[config.mk]
export PLATFORM = sky130hd
export DESIGN_NAME = dbg_mem_reader
export DESIGN_NICKNAME = d
export VERILOG_FILES = /design/src/rtl/dbg_mem_reader_pkg.sv /design/src/rtl/dbg_rd_lane_extract.sv /design/src/rtl/dbg_mem_reader.sv
export SDC_FILE = /design/constraint.sdc
export NUM_CORES = 1
export LEC_CHECK = 0
export ABC_AREA = 0
export BUFFER_PORTS_ARGS = -buffer_cell sky130_fd_sc_hd__buf_2
export CAP_MARGIN = 10
export CORE_ASPECT_RATIO = 1.5
export CORE_MARGIN = 2
export CORE_UTILIZATION = 55
export DETAILED_ROUTE_END_ITERATION = 10
export GPL_TIMING_DRIVEN = 1
export PLACE_DENSITY = 0.84
export SYNTH_ARGS = -nofsm -noshare
export SYNTH_HDL_FRONTEND = slang
export SYNTH_SLANG_ARGS = --single-unit
[constraint.sdc]
create_clock -name clk -period 3.5 [get_ports clk]
set_input_delay 0.35 -clock clk [delete_from_list [all_inputs] [get_ports clk]]
set_output_delay 0.35 -clock clk [all_outputs]
set_load 0.02 [all_outputs]
[src/rtl/dbg_mem_reader_pkg.sv]
// Shared size codes, FSM encoding and alignment rule for the debug read engine.
// Optional range check is enabled in the top with DBG_RD_RANGE_CHECK_EN.
package dbg_mem_reader_pkg;

    localparam logic [1:0] MEM_B = 2'b00;
    localparam logic [1:0] MEM_H = 2'b01;
    localparam logic [1:0] MEM_W = 2'b10;

    typedef enum logic [2:0] {
        S_IDLE  = 3'd0,
        S_ISSUE = 3'd1,
        S_WAIT  = 3'd2,
        S_RESP  = 3'd3,
        S_ERR   = 3'd4
    } state_t;

    function automatic logic misaligned(
        input logic [1:0] size,
        input logic [1:0] off
    );
        logic bad;
        unique case (size)
            MEM_B:   bad = 1'b0;
            MEM_H:   bad = off[0];
            MEM_W:   bad = (off != 2'b00);
            default: bad = 1'b1;
        endcase
        return bad;
    endfunction

endpackage

[src/rtl/dbg_rd_lane_extract.sv]
// Little-endian byte/half/word lane select with sign or zero extension.
module dbg_rd_lane_extract
    import dbg_mem_reader_pkg::*;
(
    input  logic [31:0] word,
    input  logic [1:0]  offset,
    input  logic [1:0]  size,
    input  logic        sign,
    output logic [31:0] data
);

    logic [7:0]  b;
    logic [15:0] h;

    always_comb begin
        b = word[{offset, 3'b000} +: 8];
        h = offset[1] ? word[31:16] : word[15:0];
        unique case (size)
            MEM_B:   data = {{24{sign & b[7]}}, b};
            MEM_H:   data = {{16{sign & h[15]}}, h};
            default: data = word;
        endcase
    end

endmodule

[src/rtl/dbg_mem_reader.sv]
// JTAG debug burst memory read engine; one RAM word read per response beat.
// Define DBG_RD_RANGE_CHECK_EN to flag beats at or above MEM_BYTES as errors.
module dbg_mem_reader
    import dbg_mem_reader_pkg::*;
#(
    parameter int AW        = 32,
    parameter int DW        = 32,
    parameter int LEN_W     = 8,
    parameter int MEM_BYTES = 32768
) (
    input  logic             clk,
    input  logic             rst,
    input  logic             req_valid,
    output logic             req_ready,
    input  logic [AW-1:0]    req_addr,
    input  logic [1:0]       req_size,
    input  logic             req_sign,
    input  logic [LEN_W-1:0] req_len,
    output logic             resp_valid,
    input  logic             resp_ready,
    output logic [DW-1:0]    resp_data,
    output logic             resp_err,
    output logic             resp_last,
    output logic             ram_req,
    input  logic             ram_gnt,
    output logic             ram_ren,
    output logic [AW-1:0]    ram_addr,
    input  logic [DW-1:0]    ram_rdata,
    output logic             busy
);

`ifdef DBG_RD_RANGE_CHECK_EN
    localparam bit RANGE_CHK = 1'b1;
`else
    localparam bit RANGE_CHK = 1'b0;
`endif
    localparam logic [AW-1:0] MEM_LIM = AW'(MEM_BYTES);

    state_t           state;
    logic [AW-1:0]    addr;
    logic [AW-1:0]    next_addr;
    logic [1:0]       size;
    logic             sign;
    logic [LEN_W-1:0] len;
    logic [LEN_W-1:0] cnt;
    logic [DW-1:0]    lane;

    function automatic logic illegal(
        input logic [AW-1:0] a,
        input logic [1:0]    s
    );
        return misaligned(s, a[1:0]) || (RANGE_CHK && (a >= MEM_LIM));
    endfunction

    assign next_addr = addr + (AW'(1) << size);
    assign ram_ren   = ram_req & ram_gnt;

    dbg_rd_lane_extract u_lane (
        .word   (ram_rdata),
        .offset (addr[1:0]),
        .size   (size),
        .sign   (sign),
        .data   (lane)
    );

    always_ff @(posedge clk) begin
        if (rst) begin
            state      <= S_IDLE;
            req_ready  <= 1'b1;
            busy       <= 1'b0;
            ram_req    <= 1'b0;
            ram_addr   <= '0;
            resp_valid <= 1'b0;
            resp_data  <= '0;
            resp_err   <= 1'b0;
            resp_last  <= 1'b0;
            addr       <= '0;
            size       <= MEM_B;
            sign       <= 1'b0;
            len        <= '0;
            cnt        <= '0;
        end else begin
            unique case (state)
                S_IDLE: begin
                    if (req_valid && req_ready) begin
                        addr      <= req_addr;
                        size      <= req_size;
                        sign      <= req_sign;
                        len       <= req_len;
                        cnt       <= '0;
                        req_ready <= 1'b0;
                        busy      <= 1'b1;
                        if (illegal(req_addr, req_size)) begin
                            state      <= S_ERR;
                            resp_valid <= 1'b1;
                            resp_err   <= 1'b1;
                            resp_data  <= '0;
                            resp_last  <= 1'b1;
                        end else begin
                            state    <= S_ISSUE;
                            ram_req  <= 1'b1;
                            ram_addr <= {req_addr[AW-1:2], 2'b00};
                        end
                    end
                end
                S_ISSUE: begin
                    if (ram_gnt) begin
                        ram_req <= 1'b0;
                        state   <= S_WAIT;
                    end
                end
                S_WAIT: begin
                    resp_data  <= lane;
                    resp_err   <= 1'b0;
                    resp_last  <= (cnt == len);
                    resp_valid <= 1'b1;
                    state      <= S_RESP;
                end
                S_RESP: begin
                    if (resp_ready) begin
                        resp_valid <= 1'b0;
                        resp_last  <= 1'b0;
                        if (resp_last) begin
                            state     <= S_IDLE;
                            req_ready <= 1'b1;
                            busy      <= 1'b0;
                        end else begin
                            addr <= next_addr;
                            cnt  <= cnt + LEN_W'(1);
                            if (illegal(next_addr, size)) begin
                                state      <= S_ERR;
                                resp_valid <= 1'b1;
                                resp_err   <= 1'b1;
                                resp_data  <= '0;
                                resp_last  <= 1'b1;
                            end else begin
                                state    <= S_ISSUE;
                                ram_req  <= 1'b1;
                                ram_addr <= {next_addr[AW-1:2], 2'b00};
                            end
                        end
                    end
                end
                S_ERR: begin
                    if (resp_ready) begin
                        resp_valid <= 1'b0;
                        resp_err   <= 1'b0;
                        resp_last  <= 1'b0;
                        state      <= S_IDLE;
                        req_ready  <= 1'b1;
                        busy       <= 1'b0;
                    end
                end
                default: begin
                    state     <= S_IDLE;
                    req_ready <= 1'b1;
                    busy      <= 1'b0;
                end
            endcase
        end
    end

endmodule

==> results, run 1 <==
- The run finished with clean final reports.
- The slowest stage of the critical path is the nor2b_1 cell.
- For this run, the top clock speed supported by timing is around 0.32 GHz.
- Among all cell types in the netlist, the one instantiated most often is dfxtp_1.
- The overall global routing resource usage is 0.292.
- The most used flip-flop cell after synthesis is dfxtp_1.
- The via count of the first global-routing pass is roughly 6.4k.
- The post-CTS clock slew at the launch and capture registers of the worst setup and hold paths is 0.06 ns.
- Clock tree synthesis found a total of approximately 120 sinks.
- The detailed placement HPWL is 13,500 µm.
- On the worst path, the slowest cell contributes a delay of around 0.55 ns.
- The detailed-route wire length is just under 20,000 µm.
- The floorplan step defined a die boundary enclosing 0.0133 mm².
- For this run, the number of standard cells in the final layout without fillers is between 1k and 1.5k.
- The critical path data arrival time is approximately 3.5 ns.
- The first global-routing pass estimated 31,100 µm of wire.
- The total of max-cap violations is 0.
- Counting flops with a built-in enable in the synthesized netlist gives 0.
- The number of buffers added on ports is approximately 150.
- The clock latency on the worst-skew pair is around 0.42 ns.
- Gates resized during post-CTS repair numbered 0.
- The internal portion of the total power is between 2 and 3 mW.
- Counting both buffers and inverters, the worst setup path holds a total of 2.
- For this run the aggregate overflow at the end of global routing stands at 0.
- The async set-reset flop share out of synthesis is 0.
- Setup repair after global routing left no endpoint under its margin.
- The portion of the clock cycle consumed by the worst path in the final layout is 0.901.
- For the pin with the worst max-slew slack, the measured transition is around 1.0 ns.
- Detailed routing inserted a total of approximately 7k vias.
- The largest delay contributor family on the critical path is simple AND/OR/NAND/NOR gates.
- Along the worst path, the maximum fanout reaches 24.
- The setup TNS is 0 ns.
- The number of pins exceeding their max-slew limit in the final report is 0.
- The H-tree depth is 4.
- The summed instance area of the synthesized netlist is roughly 0.0068 mm².
- Of the total power, combinational logic draws 0.251.
- STA classifies the critical path endpoint as a flip-flop.
- The longest clock path from root to sink contains 2 buffers.
- The number of detailed-routing iterations run before antenna repair is 8.
- The number of unique standard cell types used by synthesis is between 70 and 80.
- The CTS buffer count is 17.
- After floorplanning, the core was divided into slightly below 50 placement rows.
- The post-detailed-route DRC marker count is 0.
- The final routed wire length divided by cell count is ~17 µm.
- The remaining number of nets flagged by the antenna check after routing is 0.
- The switching part of the total power is 0.357.
- Ranked by total cell area, the synthesized netlist is headed by dfxtp_1, nand2_1, nor2_1, o21ai_0, a21oi_1.
- The total of hold buffers inserted after clock tree synthesis is 0.
- During synthesis, Yosys emitted a total of 0 warnings.
- The repair_antennas step left the layout with diodes totalling 0.
- Headroom to the max-slew limit came out at 0.304.
- The setup fix buffers added after clock tree synthesis is 0.
- The leakage component of the power is about 3.2 nW.
- The clock share of power is 0.358.
- The area fraction of the dominant cell type after synthesis is 0.360.
- The floorplan step set the die width to roughly 95 µm.
- Across the routed clock network, the largest skew measured is ~0.0051 ns.
- The initial utilization of the core area, before any placement, comes to 0.565.
- The post-synthesis to final-layout area growth is 19.6%.
- The number of antenna violations at the first check in global routing is 1.
- The boundary pin count is approximately 150.
- The die is roughly 140 µm tall.
- The signal on the critical path passes through nor2b_1, nor2b_1, ha_1, o21a_1, o22ai_1, buf_4, o221ai_2, buf_4, nor2_1, a32o_1.
- The path type of the worst min-delay path is input pin to flip-flop.
- The dominant cell type by area after synthesis is dfxtp_1.
- The count of endpoints failing setup in the final report is 0.
- The CTS tree is yes.
- The layout cell share with drive strength beyond 1 is 0.230.
- The tree is rooted in a clkbuf_16.
- For this run, the post-layout net count is about 1.0k.
- Dividing total power by cell area gives a power density of ~550 mW/mm².
- The worst setup path is launched from a flip-flop.
- The per-cell via count in the routed design is 6.23.
- The required time of the worst setup path is 3.86 ns.
- Entering global routing, the biggest net connects between 80 and 90 pins.
- The synthesized design contains roughly 120 register bits.
- The analysis attributes to net switching a power of 1.60 mW.
- The part of the total power dissipated in sequential elements is 0.390.
- The floorplan step defined a core boundary enclosing about 0.012 mm².
- In this run, placement finished with an instance count of ~1.1k.
- IR analysis of the VDD net gives a maximum drop of 0.318 mV.
- The critical path is of the flip-flop to flip-flop type.
- The number of instances in the synthesized netlist is ~840.
- Of the synthesized area, sequential elements account for 0.360.
- The worst path in the final design needs a cycle of approximately 3.2 ns, including I/O delays and setup.
- The first routing iteration left between 500 and 600 violations.
- The final estimated routing congestion in global placement is between 0.9 and 1.
- The commonest cells after synthesis are dfxtp_1, nand2_1, nor2_1.
- The number of hold violations in the final report is 0.
- The mean cell area of the mapped netlist is ~8 µm².
## path summary, 6_finish.rpt
| check | from | endpoint | slack [ns] | cells past startpoint |
|---|---|---|---|---|
| worst max-delay path | size[0] | ram_addr[31] | 0.35 | 10 |
| worst min-delay path | req_len[2] | len[2] | 0.17 | 3 |
| worst max register to register | size[0] | ram_addr[31] | 0.35 | 10 |
| worst min register to register | resp_data[15] | resp_data[15] | 0.45 | 1 |
## cells by family after synthesis
logic type | after synthesis | share of synthesized area
other cells | 1 | 0.000552
flops | 122 | 0.360
simple gates | 334 | 0.255
buf+inv | 104 | 0.0651
fa+ha+maj | 4 | 0.00737
mux | 13 | 0.0212
xor+xnor | 20 | 0.0258
compound gates | 243 | 0.265
## metal layers
metal  wire length (µm)  vias up  track usage
met1               7370     3248        0.341
met4                836        2        0.153
li1                   -     3353            -
met5                 11        -            0
met3               1450       59       0.0570
met2               9750      337        0.497
## cell usage in the layout (no fill, tap or decap), drive strengths merged, types with 6 or more instances in the layout
| master | n |
|---|---|
| nand4 | 13 |
| nor2b | 8 |
| nor4 | 16 |
| inv | 39 |
| or4 | 6 |
| a311oi | 6 |
| nor3 | 32 |
| and2 | 9 |
| nand2b | 26 |
| o21ai | 45 |
| buf | 168 |
| dfxtp | 122 |
| a221oi | 10 |
| nand2 | 97 |
| a22o | 20 |
| clkbuf | 18 |
| a31oi | 12 |
| a21oi | 37 |
| a222oi | 7 |
| a21o | 10 |
| nor2 | 60 |
| xnor2 | 15 |
| nand3 | 37 |
| a32o | 7 |
| and4 | 6 |
| o31ai | 8 |
| and3 | 9 |
| mux2i | 11 |
| a211oi | 11 |
| o2bb2ai | 8 |
| o32ai | 14 |
| o211ai | 7 |
## worst min-delay path: stages
cell,delay (ns)
buf_2,0.09
nand2_1,0.04
a21oi_1,0.05
## final cells by class
class / instances / area [µm²]
tap: 153 / 191
timing repair buffer: 168 / 903
clock buffer: 18 / 429
sequential: 122 / 2440
multi-input combinational: 616 / 3920
inverter: 33 / 124
clock inverter: 14 / 114
fill: 996 / 3900
## state kept, by name (all words and copies together) (netlist names)
name        count
req_ready       1
resp_valid      1
busy            1
resp_last       1
ram_addr       30
resp_err        1
resp_data      32
ram_req         1
cnt             8
sign            1
state           3
addr           32
len             8
size            2
## per-stage QoR
step	utilization	cell area, µm²	total power, mW	hold WS [ns]	worst slack [ns]
after floorplan	-	6790	2.53	0.448	0.758
after global placement	0.630	7570	2.85	0.429	0.529
after detailed placement	0.630	7570	2.87	0.436	0.445
after CTS	0.675	8110	4.47	0.160	0.406
after global routing	0.676	8120	4.70	0.180	0.0861
final	0.676	8120	4.48	0.167	0.348
## power by group through the flow
stage / Combinational, mW / Clock, mW / Sequential, mW
CTS: 1.11 / 1.62 / 1.74
finish: 1.13 / 1.60 / 1.75
floorplan: 0.739 / 0 / 1.80
global route: 1.23 / 1.69 / 1.77
global placement: 1.08 / 0 / 1.76
detailed placement: 1.10 / 0 / 1.77
Note: power is estimated with default switching activity, not from simulation.
==> run 2, diff against run 1 <==
--- a/config.mk
+++ b/config.mk
@@ -13,7 +13,7 @@
 export CORE_UTILIZATION = 55
 export DETAILED_ROUTE_END_ITERATION = 10
 export GPL_TIMING_DRIVEN = 1
-export PLACE_DENSITY = 0.84
+export PLACE_DENSITY = 0.81
 export SYNTH_ARGS = -nofsm -noshare
 export SYNTH_HDL_FRONTEND = slang
 export SYNTH_SLANG_ARGS = --single-unit
==> run 2 against run 1 <==
Net effect:
- non-clock buffer count stayed put
- via count is 0.26% lower
- sequential power hardly changed
- wire length is 2.0% higher
- core utilization is 0.41 points higher
- maximum frequency is 1.9% higher
- worst setup slack better by 0.058 ns
- combinational power hardly changed
- sequential share of layout area is 0.18 points lower
- critical endpoint unchanged
- highest routed layer is now met4
==> results, run 2 (synthesis gave the netlist of run 1 again) <==
- Status: finished, final reports clean (unchanged).
- The total power draw is 4.65 mW (was 4.48 mW).
- The layout cell share with drive strength beyond 1 was 0.229 (was 0.230).
- The final non-filler cell total was 1,124 (unchanged).
- The launch point of the worst path is addr[0] (was size[0]).
- The final routed wire length divided by cell count was 17.6 µm (was 17.3 µm).
- The width of the die is 94.7 µm (unchanged).
- The maximum buffer depth of the clock tree is 2 (unchanged).
- The combinational share of power came to 0.246 (was 0.251).
- The first-pass GRT wire length is 31,500 µm (was 31,100 µm).
- The area of all placed cells without fillers is 0.00817 mm² (was 0.00812 mm²).
- The number of pins exceeding their max-slew limit in the final report is 0 (unchanged).
- The final estimated routing congestion in global placement is 0.899 (was 0.972).
- The number of violations reported at the end of detailed-routing iteration 0 came to 476 (was 516).
- The number of hold violations in the final report is 0 (unchanged).
- The detailed placement HPWL is 13,500 µm (about the same).
- The total of max-cap violations is 0 (unchanged).
- The achievable clock frequency is 0.323 GHz (was 0.317 GHz).
- The met3 usage in global routing is 0.0646 (was 0.0570).
- The switching power is 1.58 mW (was 1.60 mW).
- The H-tree depth is 4 (unchanged).
- The setup fix buffers added after clock tree synthesis is 0 (unchanged).
- The peak ir drop on the vdd network was 0.332 mV (was 0.318 mV).
- The minimum period implied by the final worst setup slack was 3.09 ns (was 3.15 ns).
- The detailed-route wire length is 19,800 µm (was 19,400 µm).
- The critical path's largest stage delay is 0.89 ns (was 0.55 ns).
- The boundary pin count is 151 (unchanged).
- The total of hold buffers inserted after clock tree synthesis is 0 (unchanged).
- The global-route layer with the greatest usage is met2 (unchanged).
- The portion of the clock cycle consumed by the worst path in the final layout is 0.884 (was 0.901).
- The startpoint kind of the worst setup timing path is a flip-flop (unchanged).
- The worst reg2reg path endpoint is ram_addr[31] (unchanged).
- The area of the core region is 0.0120 mm² (unchanged).
- The required time of the worst setup path is 3.82 ns (was 3.86 ns).
- The cell with the most instances on the worst path is nor2b_1.
- The antenna cell count is 0 (unchanged).
- The post-cts gate resize count is 0 (unchanged).
- The overall global routing resource usage is 0.298 (was 0.292).
- Most used cells in the layout excluding fill and tap cells: buf_2, dfxtp_1, nand2_1, nor2_1, o21ai_0 (unchanged).
- RSZ-0062 raised after global routing: false (unchanged).
- The number of nets at the end of the flow is 1,042 (unchanged).
- The commonest non-fill, non-tap cell in the layout is buf_2 (unchanged).
- The critical path data arrival time was 3.41 ns (was 3.51 ns).
- The type of destination of the critical path is a flip-flop (unchanged).
- The slew at the pin with the worst max-slew slack is 1.15 ns (was 1.04 ns).
- The number of antenna violations at the first check in global routing is 0 (was 1).
- The final global-route overflow total is 0 (unchanged).
- The switching part of the total power is 0.340 (was 0.357).
- The number of buffers added on ports is 148 (unchanged).
- Regs by FF count: addr: 32 flops, resp_data: 32 flops, ram_addr: 30 flops (unchanged).
- The number of clock sinks is 122 (unchanged).
- The remaining max-slew budget at the tightest pin is 0.233 (was 0.304).
- The minimum hold slack is 0.160 ns (was 0.167 ns).
- The final clock skew is 0.00748 ns (was 0.00512 ns).
- The via count of the first global-routing pass is 6,574 (was 6,430).
- The post-detailed-route DRC marker count is 0 (unchanged).
- The classification of the worst setup path is flip-flop to flip-flop (unchanged).
- The critical register-to-register path startpoint is addr[0] (was size[0]).
- The maximum number of pins on one net before global-route repair is 84 (unchanged).
- The number of detailed-routing iterations run before antenna repair came to 5 (was 8).
- The met2 layer usage reported by global route is 0.502 (was 0.497).
- The areal power density over the cells is 569 mW/mm² (was 551 mW/mm²).
- The post-CTS clock slew at the launch and capture registers of the worst setup and hold paths came to 0.06 ns (about the same).
- The total via count in the routed design is 6,981 (was 6,999).
- The final worst slack was 0.406 ns (was 0.348 ns).
- The path type of the worst min-delay path was input pin to flip-flop (unchanged).
- The per-cell via count in the routed design is 6.21 (was 6.23).
- The worst-path maximum fanout was 20 (was 24).
- The CTS buffer count came to 17 (unchanged).
- The met1 demand-to-capacity share in global routing is 0.333 (was 0.341).
- The post-synthesis to final-layout area growth is 20.3% (was 19.6%).
- The die height is 140 µm (unchanged).
- The leakage component of the power was 3.28 nW (was 3.25 nW).
- The cell with the biggest individual delay on the critical path is o221ai_2 (was nor2b_1).
- The full die area is 0.0133 mm² (unchanged).
- The number of core rows is 49 (unchanged).
- The master cell of the clock root buffer was clkbuf_16 (unchanged).
- The share of the core filled with cells in the final layout is 0.680 (was 0.676).
- The effective utilization at floorplan is 0.565 (unchanged).
- The pre-CTS setup slack is 0.493 ns (was 0.445 ns).
- The remaining number of nets flagged by the antenna check after routing is 0 (unchanged).
- Worst-path cell chain: nor2b_1, nor2b_1, ha_1, o21a_1, o22ai_1, o221ai_2, nor2_1, a32o_1 (was nor2b_1, nor2b_1, ha_1, o21a_1, o22ai_1, buf_4, o221ai_2, buf_4, nor2_1, a32o_1).
- The clock share of power is 0.380 (was 0.358).
- The part of the total power dissipated in sequential elements was 0.374 (was 0.390).
- The clock latency on the worst-skew pair came to 0.43 ns (was 0.42 ns).
- The total cell area at the placement stage is 0.00758 mm² (was 0.00757 mm²).
- The register-to-register setup slack is 0.41 ns (was 0.35 ns).
- The setup TNS is 0 ns (unchanged).
- The count of endpoints failing setup in the final report was 0 (unchanged).
- The CTS tree is yes (unchanged).
- The cell total after placement was 1,092 (was 1,091).
- The internal power consumption was 3.07 mW (was 2.88 mW).
- The critical path capture point is ram_addr[31] (unchanged).
- The number of cells traversed by the worst register-to-register path came to 8 (was 10).
-- run 2: cell types whose count changed in the layout (fill, tap and decap cells not counted) --
cell       previous run  this run
clkbuf_8              0         3
clkinv_4              3         2
bufinv_16             0         2
inv_6                 6         0
clkbuf_1              1         2
clkinv_2              1         2
-- run 2: layout make-up --
| type | count | area [µm²] |
|---|---|---|
| multi-input cells | 616 | 3920 |
| fillers | 1030 | 3850 |
| flip-flops and latches | 122 | 2440 |
| repair buffers | 168 | 903 |
| clock buffers | 22 | 474 |
| well taps | 153 | 191 |
| inverters | 33 | 124 |
| clock inverters | 10 | 118 |
-- run 2: how the worst min path moves through the flow --
stage	start	endpoint	slack [ns]	cells after the start
2_1_floorplan	len[0]	len[0]	0.45	2
3_3_place_gp	resp_data[15]	resp_data[15]	0.43	1
3_5_place_dp	resp_data[15]	resp_data[15]	0.44	1
4_1_cts	req_len[6]	len[6]	0.16	3
5_1_grt	req_len[2]	len[2]	0.16	3
6_report	req_len[2]	len[2]	0.16	3
-- run 2: worst max-delay path, delay by kind of cell (launching register included) --
family | cells | cell delay, ns
flops | 1 | 0.32
fa+ha+maj | 1 | 0.23
simple gates | 3 | 1.02
compound gates | 4 | 1.41
-- run 2: power by group through the flow --
stage | Combinational [mW] | Clock (mW) | Sequential, mW
6_report | 1.14 | 1.77 | 1.74
2_1_floorplan | 0.739 | 0 | 1.80
3_5_place_dp | 1.12 | 0 | 1.76
3_3_place_gp | 1.10 | 0 | 1.75
4_1_cts | 1.13 | 1.77 | 1.73
5_1_grt | 1.24 | 1.84 | 1.76
-- run 2: layer usage --
metal  vias to the layer above  share of wire
met5                         -              0
met2                       307           0.50
met3                        82          0.071
met1                      3236           0.38
li1                       3356              -
met4                         0          0.050
==> run 3, diff against run 2 <==
--- a/config.mk
+++ b/config.mk
@@ -5,7 +5,7 @@
 export SDC_FILE = /design/constraint.sdc
 export NUM_CORES = 1
 export LEC_CHECK = 0
-export ABC_AREA = 0
+export ABC_AREA = 1
 export BUFFER_PORTS_ARGS = -buffer_cell sky130_fd_sc_hd__buf_2
 export CAP_MARGIN = 10
 export CORE_ASPECT_RATIO = 1.5
==> run 3 against run 2 <==
Net effect:
- largest power group is now combinational cells
- synthesized cell count up 25%
- cell area increased by 0.21%
- final cell count is 20% higher
- critical endpoint is now ram_addr[4]
- synthesized area hardly changed
- clock skew increased by 0.0013 ns
- non-clock buffer count fell by 12
- worst hold slack worse by 0.0036 ns
- clock-buffer cell count fell by 1
- die area about the same
- largest cell class unchanged
==> results, run 3 <==
- The number of clock sinks is 122 (unchanged).
- The met3 usage in global routing is 0.0602 (was 0.0646).
- The number of unique standard cell types used by synthesis is 40 (was 76).
- The number of instances in the synthesized netlist came to 1,054 (was 841).
- The per-cell via count in the routed design is 5.44 (was 6.21).
- The via count of the first global-routing pass came to 6,906 (was 6,574).
- The slew at the pin with the worst max-slew slack is 0.766 ns (was 1.15 ns).
- The number of core rows was 49 (unchanged).
- The cell with the biggest individual delay on the critical path is inv_4 (was o221ai_2).
- The post-CTS clock slew at the launch and capture registers of the worst setup and hold paths is 0.06 ns (about the same).
- The number of antenna violations at the first check in global routing is 0 (unchanged).
- The launch instance of the worst min-delay path is req_len[6] (was req_len[2]).
- The H-tree depth was 4 (unchanged).
- The first-pass GRT wire length is 31,600 µm (was 31,500 µm).
- The prevailing post-synth register cell is dfxtp_1 (unchanged).
- The launch point of the worst path was size[1] (was addr[0]).
- The number of violations reported at the end of detailed-routing iteration 0 is 431 (was 476).
- The areal power density over the cells was 828 mW/mm² (was 569 mW/mm²).
- The area fraction of the dominant cell type after synthesis came to 0.360 (about the same).
- The fraction of the yosys area taken by sequential cells is 0.360 (about the same).
- The die height was 140 µm (about the same).
- The commonest non-fill, non-tap cell in the layout is nand2_1 (was buf_2).
- The maximum number of pins on one net before global-route repair is 73 (was 84).
- The met2 layer usage reported by global route is 0.522 (was 0.502).
- The master cell of the clock root buffer was clkbuf_16 (unchanged).
- The required time of the worst setup path is 3.86 ns (was 3.82 ns).
- The total of hold buffers inserted after clock tree synthesis was 0 (unchanged).
- The async set-reset flop share out of synthesis was 0 (unchanged).
- The number of hold violations in the final report is 0 (unchanged).
- The clock latency on the worst-skew pair came to 0.42 ns (was 0.43 ns).
- The dominant cell type by area after synthesis is dfxtp_1 (unchanged).
- The post-cts gate resize count is 0 (unchanged).
- The maximum buffer depth of the clock tree came to 2 (unchanged).
- The detailed-route wire length was 19,400 µm (was 19,800 µm).
- Status: finished, final reports clean (unchanged).
- RSZ-0062 raised after global routing: false (unchanged).
- The total of warnings raised by yosys came to 0 (unchanged).
- The critical path data arrival time was 3.25 ns (was 3.41 ns).
- The CTS buffer count came to 17 (unchanged).
- The leakage component of the power was 3.87 nW (was 3.28 nW).
- Worst-path cell chain: buf_4, nor2_1, nand2_1, inv_2, ha_1, o21ai_1, o21ai_1, inv_2, nand2_1, o21ai_1, nand4_4, inv_4, nor2_1, nor2_1, o21ai_0, inv_1 (was nor2b_1, nor2b_1, ha_1, o21a_1, o22ai_1, o221ai_2, nor2_1, a32o_1).
- The final clock skew was 0.00873 ns (was 0.00748 ns).
- The total of max-cap violations is 0 (unchanged).
- The full die area was 0.0133 mm² (about the same).
- The summed instance area of the synthesized netlist was 0.00679 mm² (about the same).
- The type of destination of the critical path is a flip-flop (unchanged).
- The path type of the worst min-delay path is input pin to flip-flop (unchanged).
- The share of the core filled with cells in the final layout is 0.681 (was 0.680).
- The post-synthesis to final-layout area growth is 20.5% (was 20.3%).
- The overall global routing resource usage was 0.298 (about the same).
- The remaining max-slew budget at the tightest pin came to 0.489 (was 0.233).
- The mean cell area of the mapped netlist is 6.44 µm² (was 8.07 µm²).
- The number of synthesized flops with an enable pin was 0 (unchanged).
- The count of endpoints failing setup in the final report is 0 (unchanged).
- The minimum period implied by the final worst setup slack came to 2.89 ns (was 3.09 ns).
- The critical path's largest stage delay is 0.42 ns (was 0.89 ns).
- The area of all placed cells without fillers came to 0.00819 mm² (was 0.00817 mm²).
- The most common cell in the netlist is nand2_1 (was dfxtp_1).
- Top cell types by occurrence after synthesis: nand2_1, dfxtp_1, nor2_1 (was dfxtp_1, nand2_1, nor2_1).
- The width of the die is 94.7 µm (about the same).
- The synthesis-stage register bit count is 122 (unchanged).
- The peak ir drop on the vdd network is 0.473 mV (was 0.332 mV).
- The number of nets at the end of the flow is 1,262 (was 1,042).
- The number of detailed-routing iterations run before antenna repair is 5 (unchanged).
- The startpoint kind of the worst setup timing path is a flip-flop (unchanged).
- The effective utilization at floorplan is 0.565 (about the same).
- The setup fix buffers added after clock tree synthesis is 0 (unchanged).
- The remaining number of nets flagged by the antenna check after routing is 0 (unchanged).
- The met1 demand-to-capacity share in global routing is 0.325 (was 0.333).
- The post-detailed-route DRC marker count came to 0 (unchanged).
- The final estimated routing congestion in global placement is 0.929 (was 0.899).
- The area of the core region was 0.0120 mm² (unchanged).
- The total cell area at the placement stage is 0.00752 mm² (was 0.00758 mm²).
- The CTS tree is yes (unchanged).
- The number of pins exceeding their max-slew limit in the final report came to 0 (unchanged).
- The layout cell share with drive strength beyond 1 is 0.188 (was 0.229).
- The antenna cell count is 0 (unchanged).
- Regs by FF count: addr: 32 flops, resp_data: 32 flops, ram_addr: 30 flops (unchanged).
- The total via count in the routed design came to 7,318 (was 6,981).
- The classification of the worst setup path is flip-flop to flip-flop (unchanged).
- The detailed placement HPWL came to 13,900 µm (was 13,500 µm).
- The setup TNS came to 0 ns (unchanged).
- The portion of the clock cycle consumed by the worst path in the final layout is 0.825 (was 0.884).
- The global-route layer with the greatest usage is met2 (unchanged).
- The worst-path maximum fanout is 53 (was 20).
- The final routed wire length divided by cell count is 14.4 µm (was 17.6 µm).
- Most used cells in the layout excluding fill and tap cells: nand2_1, buf_2, dfxtp_1, nor2_1, inv_1 (was buf_2, dfxtp_1, nand2_1, nor2_1, o21ai_0).
- The boundary pin count is 151 (unchanged).
- The achievable clock frequency is 0.346 GHz (was 0.323 GHz).
- The critical register-to-register path startpoint is size[1] (was addr[0]).
- The final global-route overflow total is 0 (unchanged).
- Top cells by area, synth: dfxtp_1, nand2_1, a21oi_1, nor2_1, inv_1 (was dfxtp_1, nand2_1, nor2_1, o21ai_0, a21oi_1).
- The number of buffers added on ports was 148 (unchanged).
[run 3: cell families (layout without fill, tap and decap cells)]
logic type | count (synthesis) | after routing | share of synthesized area
flip-flops | 122 | 122 | 0.360
adder cells (fa/ha/maj) | 4 | 4 | 0.00737
multiplexers | 7 | 7 | 0.0103
AND/OR/NAND/NOR | 534 | 534 | 0.341
buffers and inverters | 166 | 302 | 0.103
other | 1 | 2 | 0.000552
AO/OA/AOI/OAI | 210 | 210 | 0.166
XOR/XNOR | 10 | 10 | 0.0129
[run 3: worst paths after layout]
path / endpoint / slack, ns / cells after the start
worst max-delay path: ram_addr[4] / 0.61 / 16
worst max register to register: ram_addr[4] / 0.61 / 16
worst min register to register: resp_data[2] / 0.46 / 2
worst min-delay path: len[6] / 0.16 / 3
[run 3: area by class of cell]
class / count / area (µm²)
tap: 153 / 191
clock inverter: 11 / 190
clock buffer: 21 / 470
inverter: 114 / 433
timing repair buffer: 156 / 801
multi-input combinational: 767 / 3660
sequential: 122 / 2440
fill: 1101 / 3830
[run 3: worst max-delay path, delay by kind of cell, from the launching register on]
| family | cells | cell delay (ns) |
|---|---|---|
| buffers and inverters | 5 | 0.89 |
| AND/OR/NAND/NOR | 6 | 0.75 |
| AO/OA/AOI/OAI | 4 | 0.53 |
| flip-flops | 1 | 0.33 |
| adder cells (fa/ha/maj) | 1 | 0.28 |
[run 3: power breakdown]
part | internal, mW | total (mW) | switching, mW | leakage, nW
clock | 1.32 | 1.96 | 0.641 | 0.323
combinational | 0.843 | 2.76 | 1.92 | 2.55
sequential | 1.75 | 2.05 | 0.304 | 1.00
total | 3.91 | 6.78 | 2.87 | 3.87
[run 3: through the flow]
stage	hold WS [ns]	worst slack, ns	instances	power (mW)
after floorplan	0.444	1.24	1055	4.20
after global placement	0.449	0.765	1312	4.74
after detailed placement	0.451	0.652	1312	4.80
final	0.156	0.612	1344	6.78
after global routing	0.165	0.267	1344	7.26
after CTS	0.156	0.604	1344	6.79
[run 3: routing by layer]
metal | wire length [µm] | share of wire
met5 | 0 | 0
met1 | 7010 | 0.36
met2 | 10200 | 0.53
met4 | 930 | 0.048
met3 | 1180 | 0.061
